$ cat config.mk
export PLATFORM = sky130hd
export DESIGN_NAME = cpu_controller
export DESIGN_NICKNAME = d
export VERILOG_FILES = /design/src/rtl/cpu_controller.sv
export SDC_FILE = /design/constraint.sdc
export NUM_CORES = 1
export LEC_CHECK = 0
export ABC_AREA = 1
export CAP_MARGIN = 15
export CORE_ASPECT_RATIO = 1.75
export CORE_UTILIZATION = 39
export CTS_CLUSTER_SIZE = 40
export DETAILED_ROUTE_END_ITERATION = 10
export PLACE_DENSITY = 0.77
export SLEW_MARGIN = 20
export SYNTH_ARGS = -nofsm -noshare
export SYNTH_HDL_FRONTEND = slang
export SYNTH_SLANG_ARGS = --single-unit
export TNS_END_PERCENT = 50
$ cat constraint.sdc
create_clock -name clk -period 1.5 [get_ports clk]
set_input_delay 0.3 -clock clk [delete_from_list [all_inputs] [get_ports clk]]
set_output_delay 0.3 -clock clk [all_outputs]
set_load 0.03 [all_outputs]
$ cat src/rtl/cpu_controller.sv
// cpu_controller: instruction register, decoder and multi-cycle control FSM
// for a simple register/ALU datapath.
//
// Ports:
//   clk, reset          rising-edge clock, synchronous active-high reset
//   in[15:0], load      instruction word and IR capture enable (WAIT only)
//   s, w                start request / idle-and-ready indication
//   readnum, writenum   register file read / write indices
//   vsel                writeback select (00=C, 01=PC, 10=sximm8, 11=mdata)
//   loada, loadb, loadc A/B/C register load strobes
//   loads, write        status register load, register file write enable
//   asel, bsel          A forced to zero / B taken from sximm5
//   shift, ALUop        shifter and ALU operation codes
//   sximm5, sximm8      sign-extended immediates from the IR
module cpu_controller #(
    parameter logic [15:0] IR_RESET = 16'h0000
) (
    input  logic        clk,
    input  logic        reset,
    input  logic [15:0] in,
    input  logic        load,
    input  logic        s,
    output logic        w,
    output logic [2:0]  readnum,
    output logic [2:0]  writenum,
    output logic [1:0]  vsel,
    output logic        loada,
    output logic        loadb,
    output logic        asel,
    output logic        bsel,
    output logic        loadc,
    output logic        loads,
    output logic        write,
    output logic [1:0]  shift,
    output logic [1:0]  ALUop,
    output logic [15:0] sximm5,
    output logic [15:0] sximm8
);

    typedef enum logic [2:0] {
        S_WAIT,
        S_DECODE,
        S_WIMM,
        S_GETA,
        S_GETB,
        S_EXEC,
        S_CMPS,
        S_WREG
    } state_t;

    state_t      state, next_state;
    logic [15:0] ir;

    logic [2:0] opcode, rn, rd, rm;
    logic [1:0] op, sh;
    logic       is_movi, is_movr, is_alu, is_cmp, is_mvn;

    assign opcode = ir[15:13];
    assign op     = ir[12:11];
    assign rn     = ir[10:8];
    assign rd     = ir[7:5];
    assign sh     = ir[4:3];
    assign rm     = ir[2:0];

    assign is_movi = (opcode == 3'b110) && (op == 2'b10);
    assign is_movr = (opcode == 3'b110) && (op == 2'b00);
    assign is_alu  = (opcode == 3'b101);
    assign is_cmp  = is_alu && (op == 2'b01);
    assign is_mvn  = is_alu && (op == 2'b11);

    assign sximm5 = {{11{ir[4]}}, ir[4:0]};
    assign sximm8 = {{8{ir[7]}}, ir[7:0]};
    assign shift  = (is_alu || is_movr) ? sh : 2'b00;
    assign ALUop  = is_alu ? op : 2'b00;

    always_ff @(posedge clk) begin
        if (reset) begin
            state <= S_WAIT;
            ir    <= IR_RESET;
        end else begin
            state <= next_state;
            if ((state == S_WAIT) && load)
                ir <= in;
        end
    end

    always_comb begin
        next_state = state;
        w          = 1'b0;
        readnum    = 3'b000;
        writenum   = 3'b000;
        vsel       = 2'b00;
        loada      = 1'b0;
        loadb      = 1'b0;
        asel       = 1'b0;
        bsel       = 1'b0;
        loadc      = 1'b0;
        loads      = 1'b0;
        write      = 1'b0;

        case (state)
            S_WAIT: begin
                w = 1'b1;
                if (s)
                    next_state = S_DECODE;
            end
            S_DECODE: begin
                if (is_movi)
                    next_state = S_WIMM;
                else if (is_movr || is_mvn)
                    next_state = S_GETB;
                else if (is_alu)
                    next_state = S_GETA;
                else
                    next_state = S_WAIT;
            end
            S_WIMM: begin
                writenum   = rn;
                vsel       = 2'b10;
                write      = 1'b1;
                next_state = S_WAIT;
            end
            S_GETA: begin
                readnum    = rn;
                loada      = 1'b1;
                next_state = S_GETB;
            end
            S_GETB: begin
                readnum    = rm;
                loadb      = 1'b1;
                next_state = is_cmp ? S_CMPS : S_EXEC;
            end
            S_EXEC: begin
                loadc      = 1'b1;
                asel       = is_movr || is_mvn;
                next_state = S_WREG;
            end
            S_CMPS: begin
                loads      = 1'b1;
                next_state = S_WAIT;
            end
            S_WREG: begin
                writenum   = rd;
                write      = 1'b1;
                next_state = S_WAIT;
            end
            default: next_state = S_WAIT;
        endcase

        // Reset takes effect at the next edge; until then keep every load and
        // write strobe quiet so an aborted instruction leaves no side effects.
        if (reset) begin
            loada = 1'b0;
            loadb = 1'b0;
            loadc = 1'b0;
            loads = 1'b0;
            write = 1'b0;
        end
    end

endmodule

# Word-level counts from Yosys, hierarchy flattened
# Index checks and enable logic that the tools add are counted.
[word_totals]
wordCells = 49
input_bits = 20
output_inout_bits = 52
ff_bits = 19
[classes]
reduce_logical = 11
mux = 23
eq_ne = 13
[op_table]
columns = ["op", "n"]
rows = [
  ["$eq A3 B3 Y1 const B", 6],
  ["$pmux W3 S6", 1],
  ["$mux W1", 12],
  ["$pmux W3 S2", 2],
  ["$mux W2", 5],
  ["$mux W3", 3],
  ["$eq A3 B2 Y1 const B", 2],
  ["$logic_and A1 B1 Y1", 5],
  ["$eq A2 B2 Y1 const B", 2],
  ["$eq A3 B1 Y1 const B", 1],
  ["$logic_not A3 Y1", 1],
  ["$reduce_or A3 Y1", 1],
  ["$eq A2 B1 Y1 const B", 1],
  ["$logic_not A2 Y1", 1],
  ["$logic_or A1 B1 Y1", 2],
  ["$ne A2 B2 Y1 const B", 1],
  ["$reduce_or A2 Y1", 1],
]

# Depth between registers and ports, before layout
# Gate-level depths: netlist of run 1.
[depth]
ltp_word = 6
ltp_mapped = 8
ltp_nobuf = 8

# Worst setup path after synthesis of run 1
# No wires, ideal clock.
[synth_timing]
path_kind = "flip-flop to output port"
startpoint = "reg state[0]"
endpoint = "out write"
arrival_time_ns = 1.594
stages_incl_launch_ff = 6
setup_slack_ns = -0.394
t_required_ns = 1.200
cell_sequence = "dfxtp_1 inv_2 nand2_1 nor2_1 inv_1 a21oi_1"
[synth_between]
elab_chain_cells = 4
[synth_lines]
columns = ["item", "line", "rtl"]
rows = [
  ["from (decl)", "51", "state_t state, next_state;"],
  ["from (signal assigned)", "81", "state <= next_state;"],
  ["$eq A3 B3 Y1 or $eq A3 B2 Y1 (tied branches)", "101", "case (state)"],
  ["$reduce_or A2 Y1 (no line) *", "--", ""],
  ["$mux W1 *", "101", ""],
  ["$mux W1 *", "152", "if (reset) begin"],
  ["to (decl)", "33", "output logic write,"],
]
# Every way passes the cells marked *; elsewhere a longest branch is shown, timed or not.

# Worst setup path after layout of run 1
[layout_timing]
startpoint = "reg state[0]"
endpoint = "out writenum[0]"
[layout_between]
elab_chain_cells = 2
[layout_lines]
columns = ["item", "line", "rtl"]
rows = [
  ["$eq A3 B3 Y1 or $eq A3 B2 Y1 (tied branches)", "101", ""],
  ["$pmux W3 S2 *", "101", ""],
  ["to (decl)", "25", "output logic [2:0] writenum,"],
]
# Marked as above.

==> results of run 1 <==
worst paths after layout:
path	startpoint	end	slack (ns)	cells after the start
max reg2reg	ir[15]	state[1]	0.05	10
min	ir[4]	ir[4]	0.50	2
min reg2reg	ir[4]	ir[4]	0.50	2
max	state[0]	writenum[0]	-0.23	6
worst max-delay path: stages (launching register included):
cell and delay (ns):
dfxtp_2 0.34, inv_2 0.07, nand2_4 0.06, nor2_4 0.12
clkinvlp_4 0.22, o22ai_4 0.20, buf_6 0.16
report_power, final:
| part | internal [mW] | total [mW] | leakage, nW | switching [mW] |
|---|---|---|---|---|
| clock | 0.186 | 0.383 | 0.0255 | 0.197 |
| combinational | 0.257 | 0.681 | 0.806 | 0.424 |
| sequential | 0.548 | 0.588 | 0.162 | 0.0397 |
| total | 0.991 | 1.65 | 0.993 | 0.661 |
synth_stat cells, drive strengths merged:
cell type  instances
buf               37
dfxtp             19
nor3               1
nand2             14
o22ai              6
conb               1
o21ai             16
clkbuf             2
inv               26
a21oi             23
nand3             12
nor2              14
placed cells by master, fill, tap and decap left out, drive strengths merged:
| cell | count |
|---|---|
| a21oi | 23 |
| buf | 58 |
| clkbuf | 3 |
| clkdlybuf4s50 | 18 |
| clkinv | 2 |
| clkinvlp | 1 |
| conb | 2 |
| dfxtp | 19 |
| dlygate4sd2 | 20 |
| inv | 24 |
| nand2 | 14 |
| nand3 | 12 |
| nor2 | 14 |
| nor3 | 1 |
| o21ai | 16 |
| o22ai | 6 |
logic make-up after synthesis:
kind of cell / synth area share
AOI/OAI and AO/OA: 0.258
DFF: 0.284
and+or+nand+nor: 0.142
other: 0.00280
buffers and inverters: 0.313
sequential cells by signal, summed over array words and instances, names as in the netlist:
signal  count
ir         16
state       3
final cells by class:
type / count / area, µm² / share of cell area
repair buffers: 96 / 892 / 0.392
clock buffers: 3 / 41.3 / 0.0181
clock inverters: 1 / 5.00 / 0.00220
flip-flops and latches: 19 / 403 / 0.177
multi-input cells: 88 / 757 / 0.333
well taps: 43 / 53.8 / 0.0236
inverters: 26 / 124 / 0.0544
routing by layer:
| layer | wire length, µm | up-vias |
|---|---|---|
| met3 | 241 | 9 |
| met5 | 0 | - |
| met2 | 2310 | 58 |
| met1 | 1440 | 626 |
| met4 | 82 | 0 |
| li1 | - | 640 |
metrics by stage:
stage / hold WS (ns) / cell area, µm² / utilization / power, mW
6_report: 0.505 / 2280 / 0.709 / 1.65
5_1_grt: 0.530 / 2280 / 0.709 / 1.72
4_1_cts: 0.493 / 2050 / 0.640 / 1.61
3_5_place_dp: 0.478 / 1880 / 0.585 / 1.25
3_3_place_gp: 0.476 / 1880 / 0.585 / 1.24
2_1_floorplan: 0.457 / 1400 / - / 1.11
what timing repair did:
action                                  CTS  global route
pin swaps                                 7            12
buffers inserted                          9             4
endpoints found under the setup margin   35            21
hold buffers                              0             0
gates resized for setup                  48            45
==> flow_metrics.tcl, run 1 <==
set metrics [dict create \
    outcome "finished with violations" \
    violations "setup timing" \
    critPathRequiredTime_ns 1.20 \
    start_util 0.417 \
    drive_gt1_frac 0.588 \
    crit_fanout 4 \
    period_share 1.15 \
    place_congestion 0.845 \
    tns_ns -1.55 \
    die_y_um 79.5 \
    path_class "reg2out" \
    viasPerCell 4.83 \
    numCtsBuffers 3 \
    portBuffers 69 \
    p_leak_nw 0.993 \
    cp.arrival_ns 1.43 \
    htree_levels 1 \
    yosys-top-cells-area "dfxtp_1 (28%), buf_4 (19%), a21oi_2 (10%)" \
    yosysWarnings 0 \
    vias 1333 \
    drc 0 \
    cts_tree "yes" \
    place_ws_ns -0.0849 \
    final_cells 276 \
    clockBufferDepth 2 \
    synth_top_area_share 0.284 \
    setup.worst_path.end_class "output pin" \
    drtIter0Drc 47 \
    final-setup-viol-count 13 \
    worst_slack_ns -0.232 \
    fillCellCount 233 \
    die_w_um 46.3 \
    final_hold_viol_count 0 \
    drv_cap 0 \
    rsz0062_at_grt "true" \
    grt-ovfl-total 0 \
    gr-usage-met2 0.379 \
    synth_cell_types 20 \
    hpwl_um 2510 \
    dp.cells 259 \
    boundaryPins 72 \
    grt_usage 0.206 \
    ys_ff_latch 19 \
    die_area_mm2 0.00368 \
    synthesis.area_mm2 0.00134 \
    grt_max_degree 20 \
    start_kind "register" \
    synth_top_area_cell "dfxtp_1" \
    cellPowerDensity_mw_per_mm2 726 \
    antenna-diode-count 0 \
    final.min_clock_period_ns 1.73 \
    clock-skew-final_ns 0.00251 \
    fin_nets 254 \
    max_freq_mhz 578 \
    syn_area_per_cell_um2 7.83 \
    clk_pin_slew_ns 0.08 \
    ys_seq_area_frac 0.284 \
    met3_usage 0.0452 \
    rows 27 \
    synth_cells 171 \
    core_area_mm2 0.00321 \
    final-max-slew-violation-count 0 \
    first_pass_iters 4 \
    first_global_vias 1239 \
    peakVddDrop_uv 443 \
    hold_path_class "reg2reg" \
    grt_pass1_wl_um 5480 \
    insertion_delay_ns 0.27 \
    antenna_found_initial 0 \
    drt-total-wl_um 4080 \
    grt-busiest-layer "met2" \
    cts.sinks 19 \
    wl_per_cell_um 14.8 \
    detail-route-antenna-nets 0 \
    area_growth_pct 70.0 \
    grtUsageMet1 0.197 \
    cts-root-buf "clkbuf_8" \
]
Power figures use the tool's default switching activity.
==> inputs of run 2 (changes only) <==
SKIP_CTS_REPAIR_TIMING = 1   (was not set)
==> run 2 against run 1 <==
  * The run still ends with setup timing left
  * Clock power down 2%
  * Largest cell class unchanged
  * Count of clock-buffer cells in the layout unchanged
  * Routed wire length down 15%
  * Global-route usage down 2.6 points
  * Hold slack worse by 0.027 ns
==> flow_metrics.tcl, run 2 (synthesis gave the netlist of run 1 again) <==
set metrics [dict create \
    seq_area_um2 395 \
    cts-root-buf "clkbuf_8" \
    top_register "ir" \
    place_congestion 0.845 \
    path_cells "inv_2 > nand2_1 > nor2_4 > inv_1 > a21oi_4 > buf_4" \
    dp.cells 259 \
    cts_tree "yes" \
    drc 0 \
    antenna-diode-count 0 \
    die_area_mm2 0.00368 \
    setup.worst_path.end_class "output pin" \
    fin_total_pwr_mw 1.63 \
    portBuffers 69 \
    drv_cap 0 \
    numCtsBuffers 3 \
    final_cells 268 \
    boundaryPins 72 \
    hold_ws_ns 0.478 \
    wl_per_cell_um 13.0 \
    final_common_cell "buf_4" \
    clockBufferDepth 2 \
    grt-ovfl-total 0 \
    rsz0062_at_grt "true" \
    insertion_delay_ns 0.26 \
    cpPeakStageDelay_ns 0.33 \
    hold_path_class "in2reg" \
    layout_common_cells "buf_4 (40), dlymetal6s2s_1 (20), inv_1 (19)" \
    period_share 1.12 \
    drtIter0Drc 22 \
    start_util 0.417 \
    worst_slack_ns -0.173 \
    clock-skew-final_ns 0.00423 \
    violations "setup timing" \
    rows 27 \
    fillCellCount 243 \
    fin_nets 246 \
    reg.largest.list "ir: 16 flops, state: 3 flops" \
    cts.sinks 19 \
    cp.arrival_ns 1.37 \
    htree_levels 1 \
    vias 1257 \
    cellPowerDensity_mw_per_mm2 754 \
    grtUsageMet1 0.185 \
    drt-total-wl_um 3480 \
    largest_reg_flops 16 \
    peakVddDrop_uv 442 \
    grt-busiest-layer "met2" \
    first_pass_iters 5 \
    viasPerCell 4.69 \
    detail-route-antenna-nets 0 \
    max_freq_mhz 598 \
    met3_usage 0.0407 \
    final-setup-viol-count 11 \
    core_area_mm2 0.00321 \
    multiInputGateArea_um2 689 \
    first_global_vias 1104 \
    final.min_clock_period_ns 1.67 \
    path_class "reg2out" \
    crit_slowest_cell "dfxtp_2" \
    crit_fanout 4 \
    critPathRequiredTime_ns 1.20 \
    gr-usage-met2 0.325 \
    grt_max_degree 20 \
    die_y_um 79.5 \
    area_growth_pct 61.7 \
    final-max-slew-violation-count 0 \
    clk_pin_slew_ns 0.08 \
    final_hold_viol_count 0 \
    p_leak_nw 1.16 \
    start_kind "register" \
    hpwl_um 2510 \
    outcome "finished with violations" \
    die_w_um 46.3 \
    grt_usage 0.180 \
    drive_gt1_frac 0.538 \
    antenna_found_initial 0 \
    grt_pass1_wl_um 4840 \
]
[run 2: cell types whose count changed in the layout (fill, tap and decap cells not counted), moves of 3 or more]
cell	delta
buf_6	-8
dlygate4sd2_1	-20
dlymetal6s2s_1	+20
inv_2	+3
nand3_2	+3
nand3_4	-3
nor2_4	-3
[run 2: routing by layer]
layer  wire, µm  part of all wire
met1       1220              0.35
met2       1970              0.57
met3        232             0.067
met4         65             0.019
met5          0                 0
[run 2: power breakdown]
group | switching (mW) | internal, mW
registers | 0.0333 | 0.548
clock network | 0.191 | 0.185
logic | 0.405 | 0.269
total | 0.629 | 1.00
[run 2: final timing paths]
path | startpoint | end | slack (ns) | depth (start not counted)
min reg2reg | ir[4] | ir[4] | 0.49 | 2
max reg2reg | state[1] | ir[8] | 0.21 | 8
min | reset | ir[15] | 0.48 | 3
max | state[0] | write | -0.17 | 6
[run 2: worst max-delay path, delay by kind of cell (launching register included)]
| kind | cells | cell delay (ns) |
|---|---|---|
| AND/OR/NAND/NOR | 2 | 0.21 |
| AO/OA/AOI/OAI | 1 | 0.17 |
| flip-flops | 1 | 0.33 |
| buffers and inverters | 3 | 0.40 |
[run 2: final cells by class]
cell class	instances	area share
Timing Repair Buffer	88	0.402
Multi-Input combinational cell	88	0.318
Sequential cell	19	0.183
Inverter	26	0.0509
Tap cell	43	0.0249
Clock buffer	3	0.0191
Clock inverter	1	0.00231
[run 2: per-stage QoR]
stage / setup slack (ns) / setup TNS, ns / area, µm² / util
global placement: -0.103 / -0.192 / 1880 / 0.585
finish: -0.173 / -1.21 / 2160 / 0.674
global route: -0.250 / -2.02 / 2160 / 0.674
floorplan: -0.00605 / -0.0181 / 1400 / -
detailed placement: -0.0849 / -0.241 / 1880 / 0.585
CTS: -0.285 / -5.73 / 1920 / 0.600
